==> src/rtl/time_cnt_prog.sv <==
// Programmable time counter: prescaled up/down count to a programmable terminal,
// with parallel load, wrap-or-stop behaviour and a registered terminal tick.
module time_cnt_prog #(
  parameter int unsigned WIDTH = 8,
  parameter int unsigned DIV   = 1
) (
  input  logic             clock_i,
  input  logic             reset_start_i,
  input  logic             enable_i,
  input  logic             up_down_i,
  input  logic             wrap_i,
  input  logic             load_i,
  input  logic [WIDTH-1:0] load_value_i,
  input  logic [WIDTH-1:0] limit_i,
  output logic [WIDTH-1:0] counter_o,
  output logic             tick_o,
  output logic             done_o
);

  localparam int unsigned PreW = (DIV > 1) ? $clog2(DIV) : 1;
  localparam logic [PreW-1:0] PreLast = PreW'(DIV - 1);

  logic [PreW-1:0]  pre_q, pre_d;
  logic [WIDTH-1:0] counter_q, counter_d;
  logic             tick_q, tick_d;
  logic             done_q, done_d;

  logic advance;
  logic step;
  logic terminal;

  always_comb begin
    advance   = enable_i & ~done_q;
    step      = advance & (pre_q == PreLast);
    terminal  = up_down_i ? (counter_q >= limit_i) : (counter_q == '0);

    pre_d     = pre_q;
    counter_d = counter_q;
    tick_d    = 1'b0;
    done_d    = done_q;

    if (load_i) begin
      // Load discards any partial prescale and wins over a coincident terminal step.
      counter_d = load_value_i;
      pre_d     = '0;
      done_d    = 1'b0;
    end else if (advance) begin
      pre_d = step ? '0 : pre_q + 1'b1;
      if (step) begin
        if (terminal) begin
          tick_d = 1'b1;
          if (wrap_i) begin
            counter_d = up_down_i ? '0 : limit_i;
          end else begin
            done_d = 1'b1;
          end
        end else begin
          counter_d = up_down_i ? counter_q + 1'b1 : counter_q - 1'b1;
        end
      end
    end
  end

  always_ff @(posedge clock_i) begin
    if (reset_start_i) begin
      pre_q     <= '0;
      counter_q <= '0;
      tick_q    <= 1'b0;
      done_q    <= 1'b0;
    end else begin
      pre_q     <= pre_d;
      counter_q <= counter_d;
      tick_q    <= tick_d;
      done_q    <= done_d;
    end
  end

  assign counter_o = counter_q;
  assign tick_o    = tick_q;
  assign done_o    = done_q;

endmodule

==> config.mk <==
export PLATFORM = sky130hd
export DESIGN_NAME = time_cnt_prog
export DESIGN_NICKNAME = d
export VERILOG_FILES = /design/src/rtl/time_cnt_prog.sv
export SDC_FILE = /design/constraint.sdc
export NUM_CORES = 1
export LEC_CHECK = 0
export CELL_PAD_IN_SITES_DETAIL_PLACEMENT = 0
export CELL_PAD_IN_SITES_GLOBAL_PLACEMENT = 2
export CORE_MARGIN = 2
export CORE_UTILIZATION = 29
export CTS_BUF_LIST = sky130_fd_sc_hd__clkbuf_2
export DETAILED_ROUTE_END_ITERATION = 8
export HOLD_SLACK_MARGIN = 0.02
export PLACE_DENSITY_LB_ADDON = 0.1
export RECOVER_POWER = 50
export REMOVE_ABC_BUFFERS = 1
export SETUP_SLACK_MARGIN = 0.5
export SLEW_MARGIN = 30
export SYNTH_ARGS = -nofsm -noshare
export SYNTH_HDL_FRONTEND = slang
export SYNTH_SLANG_ARGS = --single-unit
==> constraint.sdc <==
create_clock -name clock_i -period 2.4 [get_ports clock_i]
set_input_delay 0.24 -clock clock_i [delete_from_list [all_inputs] [get_ports clock_i]]
set_output_delay 0.24 -clock clock_i [all_outputs]
set_load 0.01 [all_outputs]
==> summary.md <==
| Metric | Value |
|---|---|
| Synth Flop Type | dfxtp_1 |
| Post-Syn Instances | 146 |
| Vias in the first global route | 1369 |
| Vias per cell | 5.07 |
| Worst hold path type | flop to flop |
| Commonest non-fill, non-tap cell in the layout | buf_4 |
| Drt drc | 0 |
| P per Cell Area | 477 nW/um^2 |
| # nets final | 244 |
| Crit end category | flop |
| Clock Root Buffer | clkbuf_2 |
| Register Area | 225 um^2 |
| Number of synthesized flops with an enable pin | 0 |
| Crit share post-route | 0.851 |
| Die height | 69.2 um |
| First-pass DRT Iterations | 4 |
| Ys Warns | 0 |
| WL/cell | 14.6 um |
| Die area | 4790 um^2 |
| ANT nets after route | 0 |
| Cell Area, Placed | 1760 um^2 |
| Slew margin rel. | 0.572 |
| Crit path max fanout | 5 |
| # fillers | 422 |
| Max VDD drop | 0.180 mV |
| Setup TNS | 0 ns |
| Sequential area share after synthesis | 0.179 |
| Port bufs | 31 |
| Max clock buf depth | 2 |
| Layout cells sized above 1 | 0.311 |
| Min Tclk post-route | 2.04 ns |
| GRT Residual Overflow | 0 |
| Final std cell area, no fill | 1920 um^2 |
| Static leakage | 0.883 nW |
| Worst Setup Start Kind | flop |
| Synthesized area | 1230 um^2 |
| Kind of critical path | flop to flop |
| Hold depth | 2 |
| RR Startpoint | counter_o[5] |
| Placer Congestion | 0.751 |
| Worst-Margin Slew | 0.640 ns |
| RSZ-0062 raised after global routing | yes |
| Register-to-Register Path Depth | 9 |
| TritonCTS Buffers | 3 |
| Final hold violations | 0 |
| Hold-fix buffers, CTS | 0 |
| Area grow syn2layout | 55.7% |
| Largest net degree at the start of global routing | 23 |
| DRT Wirelength | 3.73 mm |
| Clk Latency, worst-skew pair | 0.29 ns |
| WHS Endpoint | pre_q |
| CTS HTree Levels | 1 |
| # setup viols final | 0 |
| First-pass GRT wire length | 6.42 mm |
| Fin cells | 256 |
| F_max | 490 MHz |
| Syn Area/Cell | 8.44 um^2 |
| Antenna diodes | 0 |
| CTS Sinks | 11 |
| Area of the core | 4060 um^2 |
| Post-layout util | 0.473 |
| Post-synth ARST share | 0 |
| Initial core utilization | 0.304 |
| Boundary Pins | 32 |
| HPWL after DPL | 2.94 mm |
| Worst reg2reg setup slack | 0.36 ns |
| Reg clk slew, reported paths | 0.13 ns |
| Start point of the critical path | counter_o[5] |
| CTS tree | built |
| #FFs+latches synth | 11 |
| Core Rows | 23 |
| Antenna violations before repair | 0 |
| Reg2Reg Capture Point | done_o |
| Worst hold start | pre_q |
| Commonest cells after routing, fill and taps aside | buf_4 (28), inv_1 (23), clkdlybuf4s50_1 (21), ha_1 (12), a21oi_1 (10) |
| Worst path arrival time | 2.25 ns |
| Yosys cell types | 47 |
| Dpl cells | 246 |
| DRT iter0 DRCs | 27 |
| Multi-input gate area | 946 um^2 |
| Max_cap viols | 0 |
| Status | finished, final reports clean |
| Tot GR Track Use | 0.164 |
| Die W | 69.2 um |
| Clock skew | 0.00483 ns |
| Slew Limit Fails | 0 |
| Vias post-DR | 1297 |
| Critical Path RT | 2.60 ns |
==> routing by layer <==
layer  track usage  vias up  part of all wire
met1         0.221      600              0.46
met5             0        -                 0
met4        0.0523        0             0.014
met2         0.270       30              0.48
li1              -      662                 -
met3        0.0218        5             0.044
==> critical path: stages, from the launching register on <==
cell and delay [ns]:
dfxtp_1 0.48, ha_1 0.29, a21oi_1 0.14, o22ai_1 0.09, buf_4 0.15, a311oi_4 0.32
buf_4 0.17, buf_6 0.10, nor3_4 0.03, o21a_1 0.18
==> cell type report <==
class                           instances  share of cell area
Timing Repair Buffer                   64               0.298
Multi-Input combinational cell        102               0.493
Inverter                               25              0.0489
Clock buffer                            4              0.0104
Tap cell                               50              0.0326
Sequential cell                        11               0.117
==> cells by family (layout without fill, tap and decap cells) <==
kind of cell	after synthesis	in the layout	synth area share
adder cells (fa/ha/maj)	15	15	0.158
AND/OR/NAND/NOR	32	32	0.155
multiplexers	2	2	0.0173
XOR/XNOR	6	6	0.0426
buffers and inverters	33	93	0.118
AO/OA/AOI/OAI	47	47	0.330
flip-flops	11	11	0.179
==> registers in the layout, indices dropped and copies added, names as in the netlist <==
signal / count
pre_q: 1
done_o: 1
counter_o: 8
tick_o: 1
==> through the flow <==
| step | power [mW] | hold slack, ns | setup slack [ns] |
|---|---|---|---|
| 2_1_floorplan | 0.501 | 0.318 | -0.00353 |
| 3_3_place_gp | 0.726 | 0.418 | -0.141 |
| 3_5_place_dp | 0.732 | 0.423 | -0.193 |
| 4_1_cts | 0.912 | 0.443 | 0.372 |
| 5_1_grt | 0.991 | 0.473 | 0.246 |
| 6_report | 0.915 | 0.440 | 0.359 |
==> cells in the mapped netlist (3+ instances only) <==
library cell	number	area [um^2]
inv_1	25	93.8
a221oi_2	3	45.0
clkbuf_1	3	11.3
o21ai_0	3	15.0
a21oi_1	12	60.1
o32ai_1	6	52.6
nand3_1	7	35.0
xnor2_1	3	26.3
dfxtp_1	11	220
a221oi_1	4	35.0
ha_1	14	175
xor2_1	3	26.3
nor2_1	6	22.5
==> worst max-delay path by stage <==
stage | end | slack, ns | depth (start not counted)
after floorplan | counter_o[6] | -0.004 | 7
after global placement | counter_o[5] | -0.14 | 9
after detailed placement | counter_o[6] | -0.19 | 8
after CTS | counter_o[6] | 0.37 | 8
after global routing | counter_o[6] | 0.25 | 8
final | done_o | 0.36 | 9
==> power breakdown <==
part | switching (mW) | internal (mW) | total, mW
logic | 0.256 | 0.304 | 0.559
registers | 0.0306 | 0.204 | 0.234
clock network | 0.0771 | 0.0442 | 0.121
==> timing repair <==
item / CTS / global route
gates cloned: 0 / 0
setup endpoints to repair: 10 / 10
gates resized for setup: 26 / 7
pin swaps: 10 / 1
buffers inserted: 4 / 2
No activity file was read; power rests on OpenSTA's default activity.
